[src/rtl/spi_xfer_seq_if.sv]
// Register-port bundle between the transfer sequencer (master) and the SPI top (slave).
//   stb_o  : access strobe, held until ack_i
//   addr_o : 00 ctrl, 01 status, 10 data, 11 ssn
//   we_o   : 1 = write, 0 = read
//   data_o : write data
//   data_i : read data, valid with ack_i
//   ack_i  : access termination
//   int_i  : byte-complete interrupt, held by the core until cleared
interface spi_xfer_seq_if;
  logic       stb_o;
  logic [1:0] addr_o;
  logic       we_o;
  logic [7:0] data_o;
  logic [7:0] data_i;
  logic       ack_i;
  logic       int_i;

  modport master (
    output stb_o, addr_o, we_o, data_o,
    input  data_i, ack_i, int_i
  );

  modport slave (
    input  stb_o, addr_o, we_o, data_o,
    output data_i, ack_i, int_i
  );
endinterface

[src/rtl/spi_xfer_seq.sv]
// Command-driven transfer sequencer and register-bus master for SPI master mode.
// A command {ssn, len} is turned into: config write, slave select, then per byte
// data write / wait for interrupt / data read / flag clear, and finally deselect.
// Ports:
//   clk_i, rst_i          : clock, synchronous active-high reset
//   cmd_valid_i/ready_o   : command handshake, ready only when idle
//   cmd_ssn_i, cmd_len_i  : slave index 0..7, byte count (0 = no-op)
//   tx_valid_i/ready_o    : tx byte handshake, ready only while waiting for a byte
//   tx_data_i             : tx byte
//   rx_valid_o, rx_data_o : one-cycle pulse with the byte read back
//   busy_o                : command in progress
//   done_o, err_o         : end-of-command pulse; err_o flags a timeout abort
//   bus                   : register port towards the SPI top
module spi_xfer_seq #(
  parameter logic [7:0]  ConCfg  = 8'hA0,
  parameter int unsigned Timeout = 1023
) (
  input  logic       clk_i,
  input  logic       rst_i,
  input  logic       cmd_valid_i,
  output logic       cmd_ready_o,
  input  logic [2:0] cmd_ssn_i,
  input  logic [7:0] cmd_len_i,
  input  logic       tx_valid_i,
  input  logic [7:0] tx_data_i,
  output logic       tx_ready_o,
  output logic       rx_valid_o,
  output logic [7:0] rx_data_o,
  output logic       busy_o,
  output logic       done_o,
  output logic       err_o,
  spi_xfer_seq_if.master bus
);

  localparam logic [1:0] AddrCtrl = 2'b00;
  localparam logic [1:0] AddrSts  = 2'b01;
  localparam logic [1:0] AddrData = 2'b10;
  localparam logic [1:0] AddrSsn  = 2'b11;
  localparam logic [9:0] TmoLast  = 10'(Timeout - 1);

  typedef enum logic [3:0] {
    StIdle, StCfg, StSel, StTxw, StWr, StWait, StRd, StSts, StDesel
  } state_e;

  state_e     state_q, state_d;
  logic       stb_q, stb_d;
  logic [1:0] addr_q, addr_d;
  logic       we_q, we_d;
  logic [7:0] wdata_q, wdata_d;
  logic [2:0] ssn_q, ssn_d;
  logic [8:0] rem_q, rem_d;
  logic [7:0] tx_q, tx_d;
  logic [9:0] tmo_q, tmo_d;
  logic       err_q, err_d;
  logic       done_q, done_d;
  logic       rx_valid_q, rx_valid_d;
  logic [7:0] rx_data_q, rx_data_d;

  // Access wanted by the current bus state and the state that follows its ack.
  logic       acc_bus;
  logic [1:0] acc_addr;
  logic       acc_we;
  logic [7:0] acc_data;
  state_e     acc_next;

  always_comb begin
    state_d    = state_q;
    stb_d      = stb_q;
    addr_d     = addr_q;
    we_d       = we_q;
    wdata_d    = wdata_q;
    ssn_d      = ssn_q;
    rem_d      = rem_q;
    tx_d       = tx_q;
    tmo_d      = tmo_q;
    err_d      = err_q;
    done_d     = 1'b0;
    rx_valid_d = 1'b0;
    rx_data_d  = rx_data_q;
    acc_bus    = 1'b0;
    acc_addr   = AddrCtrl;
    acc_we     = 1'b1;
    acc_data   = 8'h00;
    acc_next   = state_q;

    unique case (state_q)
      StIdle: begin
        if (cmd_valid_i) begin
          ssn_d = cmd_ssn_i;
          rem_d = {1'b0, cmd_len_i};
          err_d = 1'b0;
          if (cmd_len_i == 8'd0) begin
            done_d = 1'b1;
          end else begin
            state_d = StCfg;
          end
        end
      end
      StCfg: begin
        acc_bus  = 1'b1;
        acc_addr = AddrCtrl;
        acc_data = ConCfg;
        acc_next = StSel;
      end
      StSel: begin
        acc_bus  = 1'b1;
        acc_addr = AddrSsn;
        acc_data = ~(8'h01 << ssn_q);
        acc_next = StTxw;
      end
      StTxw: begin
        if (tx_valid_i) begin
          tx_d    = tx_data_i;
          state_d = StWr;
        end
      end
      StWr: begin
        acc_bus  = 1'b1;
        acc_addr = AddrData;
        acc_data = tx_q;
        acc_next = StWait;
      end
      StWait: begin
        if (bus.int_i) begin
          state_d = StRd;
        end else if (tmo_q == TmoLast) begin
          err_d   = 1'b1;
          state_d = StDesel;
        end else if (tmo_q != '1) begin
          tmo_d = tmo_q + 10'd1;
        end
      end
      StRd: begin
        acc_bus  = 1'b1;
        acc_addr = AddrData;
        acc_we   = 1'b0;
        acc_next = StSts;
      end
      StSts: begin
        acc_bus  = 1'b1;
        acc_addr = AddrSts;
        acc_data = 8'h80;
        acc_next = (rem_q == 9'd1) ? StDesel : StTxw;
      end
      StDesel: begin
        acc_bus  = 1'b1;
        acc_addr = AddrSsn;
        acc_data = 8'hFF;
        acc_next = StIdle;
      end
      default: state_d = StIdle;
    endcase

    // Each bus state issues its access on entry and leaves on ack; stb is low for the
    // cycle after every ack, so back-to-back accesses get a one-cycle gap.
    if (acc_bus) begin
      if (!stb_q) begin
        stb_d   = 1'b1;
        addr_d  = acc_addr;
        we_d    = acc_we;
        wdata_d = acc_data;
      end else if (bus.ack_i) begin
        stb_d   = 1'b0;
        state_d = acc_next;
        if (state_q == StWr) tmo_d = '0;
        if (state_q == StRd) begin
          rx_data_d  = bus.data_i;
          rx_valid_d = 1'b1;
        end
        if (state_q == StSts) rem_d = rem_q - 9'd1;
        if (state_q == StDesel) done_d = 1'b1;
      end
    end
  end

  always_ff @(posedge clk_i) begin
    if (rst_i) begin
      state_q    <= StIdle;
      stb_q      <= 1'b0;
      addr_q     <= 2'b00;
      we_q       <= 1'b0;
      wdata_q    <= 8'h00;
      ssn_q      <= 3'd0;
      rem_q      <= 9'd0;
      tx_q       <= 8'h00;
      tmo_q      <= 10'd0;
      err_q      <= 1'b0;
      done_q     <= 1'b0;
      rx_valid_q <= 1'b0;
      rx_data_q  <= 8'h00;
    end else begin
      state_q    <= state_d;
      stb_q      <= stb_d;
      addr_q     <= addr_d;
      we_q       <= we_d;
      wdata_q    <= wdata_d;
      ssn_q      <= ssn_d;
      rem_q      <= rem_d;
      tx_q       <= tx_d;
      tmo_q      <= tmo_d;
      err_q      <= err_d;
      done_q     <= done_d;
      rx_valid_q <= rx_valid_d;
      rx_data_q  <= rx_data_d;
    end
  end

  assign cmd_ready_o = (state_q == StIdle);
  assign tx_ready_o  = (state_q == StTxw);
  assign busy_o      = (state_q != StIdle);
  assign done_o      = done_q;
  assign err_o       = err_q;
  assign rx_valid_o  = rx_valid_q;
  assign rx_data_o   = rx_data_q;
  assign bus.stb_o   = stb_q;
  assign bus.addr_o  = addr_q;
  assign bus.we_o    = we_q;
  assign bus.data_o  = wdata_q;

endmodule

[src/flat_wrapper.sv]
// flat-port wrapper written by rule: the top's interface ports become plain ports
module spi_xfer_seq_flat 
#(
  parameter logic [7:0]  ConCfg  = 8'hA0,
  parameter int unsigned Timeout = 1023
)
  (clk_i, rst_i, cmd_valid_i, cmd_ready_o, cmd_ssn_i, cmd_len_i, tx_valid_i, tx_data_i, tx_ready_o, rx_valid_o, rx_data_o, busy_o, done_o, err_o, bus_stb_o, bus_addr_o, bus_we_o, bus_data_o, bus_data_i, bus_ack_i, bus_int_i);
  spi_xfer_seq_if bus_i ();
  input  logic clk_i;
  input  logic rst_i;
  input  logic cmd_valid_i;
  output logic cmd_ready_o;
  input  logic [2:0] cmd_ssn_i;
  input  logic [7:0] cmd_len_i;
  input  logic tx_valid_i;
  input  logic [7:0] tx_data_i;
  output logic tx_ready_o;
  output logic rx_valid_o;
  output logic [7:0] rx_data_o;
  output logic busy_o;
  output logic done_o;
  output logic err_o;
  output wire logic [$bits(bus_i.stb_o)-1:0] bus_stb_o;
  output wire logic [$bits(bus_i.addr_o)-1:0] bus_addr_o;
  output wire logic [$bits(bus_i.we_o)-1:0] bus_we_o;
  output wire logic [$bits(bus_i.data_o)-1:0] bus_data_o;
  input wire logic [$bits(bus_i.data_i)-1:0] bus_data_i;
  input wire logic [$bits(bus_i.ack_i)-1:0] bus_ack_i;
  input wire logic [$bits(bus_i.int_i)-1:0] bus_int_i;
  assign bus_stb_o = bus_i.stb_o;
  assign bus_addr_o = bus_i.addr_o;
  assign bus_we_o = bus_i.we_o;
  assign bus_data_o = bus_i.data_o;
  assign bus_i.data_i = bus_data_i;
  assign bus_i.ack_i = bus_ack_i;
  assign bus_i.int_i = bus_int_i;
  spi_xfer_seq #(.ConCfg(ConCfg), .Timeout(Timeout)) u_core (.clk_i(clk_i), .rst_i(rst_i), .cmd_valid_i(cmd_valid_i), .cmd_ready_o(cmd_ready_o), .cmd_ssn_i(cmd_ssn_i), .cmd_len_i(cmd_len_i), .tx_valid_i(tx_valid_i), .tx_data_i(tx_data_i), .tx_ready_o(tx_ready_o), .rx_valid_o(rx_valid_o), .rx_data_o(rx_data_o), .busy_o(busy_o), .done_o(done_o), .err_o(err_o), .bus(bus_i));
endmodule
[config.mk]
export PLATFORM = sky130hd
export DESIGN_NAME = spi_xfer_seq_flat
export DESIGN_NICKNAME = d
export VERILOG_FILES = /design/src/rtl/spi_xfer_seq_if.sv /design/src/rtl/spi_xfer_seq.sv /design/src/flat_wrapper.sv
export SDC_FILE = /design/constraint.sdc
export NUM_CORES = 1
export LEC_CHECK = 0
export CAP_MARGIN = 20
export CORE_MARGIN = 1
export CORE_UTILIZATION = 45
export DETAILED_ROUTE_END_ITERATION = 12
export HOLD_SLACK_MARGIN = 0.08
export PLACE_DENSITY = 0.71
export SLEW_MARGIN = 0
export SYNTH_ARGS = -nofsm -noshare
export SYNTH_HDL_FRONTEND = slang
export SYNTH_SLANG_ARGS = --single-unit
[constraint.sdc]
create_clock -name clk_i -period 2.5 [get_ports clk_i]
set_input_delay 0.375 -clock clk_i [delete_from_list [all_inputs] [get_ports clk_i]]
set_output_delay 0.375 -clock clk_i [all_outputs]
set_load 0.005 [all_outputs]
==> reports/results.ini <==
[outcome]
status=completed

[floorplanning]
die_h_um=83.3
io_pins=59
num_rows=29
chipWidth_um=83.3
dieArea_mm2=0.00694
start_util=0.469
core_mm2=0.00635

[drt]
drtPass1Iterations=6
drc=0
ant_nets=0
wl_per_cell_um=14.3
drt_iter0_drc=156
wl_um=7500
vias=2989
vias_per_cell=5.70

[synth]
seq_area_frac_synth=0.383
synth_top_cell_area_share=0.383
synth_fp_nets=419
yosys.area.top_type=dfxtp_1
ys_types=60
synthCells=382
synth_area_mm2=0.00298
async_reset_ff_frac=0
synthTopCellsByArea=dfxtp_1, nand2_1, a21oi_1, nor2_1, a22oi_1
synth_edf_count=0
syn_avg_cell_area_um2=7.79
ys_warn_count=0
yosys_register_bits=57
ys_dominant_reg_cell=dfxtp_1

[layout]
layout.nets=479
area_delta_synth_final_pct=28.8
antenna_cells=0
fill_cells=591
seq_area_mm2=0.00114
drive_above_1_share=0.0962
fin_util=0.604
design_area_mm2=0.00383
multi_input_area_mm2=0.00169

[place]
dpl-instance-area_mm2=0.00366
gp_congestion=0.846
io_buffers=58
hpwl_um=5360

[sta]
max_slew_margin=0.573
worstMarginPinSlew_ns=0.639
setup_viol=0
hold_viol=0
setup_tns_ns=0
fin_skew_ns=0.00695
holdWs_ns=0.452
slew_violations=0
fmax_ghz=0.434
min_period_ns=2.30
rsz0062_at_grt=no
fin_crit_sh=0.921

[setup_path]
startpoint_type=flop
crit_arrival_ns=1.93
crit_fanout=16
ff2ff_path_depth=5
crit_buf_inv=1
r2r_start=u_core.state_q[2]
cp.depth=3
cp_top_family=flip-flops
cpPeakStageDelay_ns=0.65
ff2ff_setup_slack_ns=0.41
crit_required_ns=2.12
startpoint=u_core.state_q[0]
cp_slowest_cell=dfxtp_1
crit_end=tx_ready_o
worstPathCellList=nand2_1 -> nor3_2 -> clkdlybuf4s50_1
critPathKind=flop to output port
r2r_end=u_core.state_q[0]
endpoint_kind=output port

[grt]
grt_pass1_vias=2731
grt_start_max_net_pins=28
antenna_found_initial=0
grt_pass1_wl_um=12800
track_usage=0.227
overflow=0

[clocking]
cts_setup_buffers=0
worst_skew_pair.late_latency_ns=0.33
post_cts_resized=0
numCtsBuffers=9
cts_tree=done
clockBufferDepth=2
cts.clk_slew.worst_paths_ns=0.06
postCtsHoldBufs=0
cts.sinks=57
cts-root-buf=clkbuf_8
htreeDepth=3

[power_and_ir_drop]
powerDensity_mw_per_mm2=510
ir_drop_v=0.000355
power.leakage_nw=1.32
total_power_mw=1.96

[hold_path]
min_from=u_core.bus.data_o[7]
min-delay-path-class=flop to flop

[flow_run]
cap_violations=0

-- synthesized netlist by cell type, drive strengths merged (3+ instances only) --
| library cell | instances |
|---|---|
| nand2b | 3 |
| nor2b | 3 |
| ha | 4 |
| nor2 | 45 |
| nand3 | 15 |
| buf | 11 |
| a211oi | 10 |
| a31oi | 10 |
| inv | 9 |
| and2 | 4 |
| nor3b | 5 |
| a22oi | 11 |
| a21oi | 38 |
| and3 | 4 |
| xor2 | 5 |
| o211ai | 4 |
| and4 | 3 |
| o31ai | 3 |
| o21ai | 15 |
| clkbuf | 14 |
| nand2 | 51 |
| nor3 | 10 |
| or2 | 4 |
| nor4 | 5 |
| o22ai | 10 |
| dfxtp | 57 |
-- report_power, final --
group / switching (mW) / internal (mW) / total, mW
registers: 0.0246 / 0.928 / 0.953
logic: 0.115 / 0.118 / 0.233
clock network: 0.360 / 0.409 / 0.769
total: 0.500 / 1.46 / 1.96
-- flip-flops by register name, summed over array words and instances (netlist names) --
| signal | flops |
|---|---|
| u_core.bus.addr_o | 2 |
| u_core.bus.data_o | 8 |
| u_core.bus.stb_o | 1 |
| u_core.bus.we_o | 1 |
| u_core.done_o | 1 |
| u_core.err_o | 1 |
| u_core.rem_q | 9 |
| u_core.rx_data_o | 8 |
| u_core.rx_valid_o | 1 |
| u_core.ssn_q | 3 |
| u_core.state_q | 4 |
| u_core.tmo_q | 10 |
| u_core.tx_q | 8 |
-- layout by cell type, fill, tap and decap left out, types with 3 or more instances in the layout --
master,netlist,layout
clkdlybuf4s50_1,0,57
nor3_1,7,7
nand3_1,15,15
nor3b_1,5,5
a21oi_1,38,38
o21ai_1,4,4
and2_1,4,4
nand2b_1,3,3
buf_4,0,16
nor3_2,3,3
a22oi_1,11,11
ha_1,4,4
o22ai_1,10,10
nor2b_1,3,3
nand2_1,51,51
o211ai_1,4,4
clkbuf_8,0,11
o21ai_0,11,11
dfxtp_1,57,57
clkinv_2,0,3
nor4_1,3,3
and4_1,3,3
inv_1,8,8
nor2_1,43,43
xor2_1,5,5
and3_1,4,4
a31oi_1,9,9
o31ai_1,3,3
a211oi_1,9,9
-- per-layer routing --
| layer | global-route usage | routed length (um) | vias to the layer above |
|---|---|---|---|
| li1 | - | - | 1514 |
| met1 | 0.295 | 3370 | 1381 |
| met2 | 0.364 | 3640 | 82 |
| met3 | 0.0676 | 391 | 12 |
| met4 | 0.0643 | 100 | 0 |
| met5 | 0 | 0 | - |
-- through the flow --
step / std cells / setup slack (ns)
finish: 524 / 0.197
global route: 524 / 0.0709
CTS: 524 / 0.194
detailed placement: 508 / 0.305
global placement: 508 / 0.339
floorplan: 382 / 0.791
-- worst min-delay path by stage --
stage	endpoint	cells past startpoint
after global placement	u_core.rx_data_o[4]	2
after floorplan	u_core.rem_q[8]	1
after CTS	u_core.bus.data_o[7]	2
after detailed placement	u_core.bus.data_o[7]	2
after global routing	u_core.rx_data_o[3]	2
final	u_core.bus.data_o[7]	2
-- cell families (layout without fill, tap and decap cells) --
family | Yosys count | after routing | share of synthesized area
flops | 57 | 57 | 0.383
fa+ha+maj | 4 | 4 | 0.0168
compound gates | 116 | 116 | 0.253
simple gates | 163 | 163 | 0.274
xor+xnor | 7 | 7 | 0.0206
buf+inv | 34 | 99 | 0.0483
mux | 1 | 1 | 0.00336
-- layout make-up --
type,count,area share
Clock inverter,3,0.00392
Tap cell,77,0.0251
Sequential cell,57,0.298
Inverter,9,0.00881
Multi-Input combinational cell,291,0.441
Clock buffer,13,0.0415
Timing Repair Buffer,74,0.182
-- tightest hold or removal path, cell delays in order, from the launching register on --
cell	delay (ns)
dfxtp_1	0.31
nand2_1	0.05
a21oi_1	0.05
No activity file was read; power rests on OpenSTA's default activity.
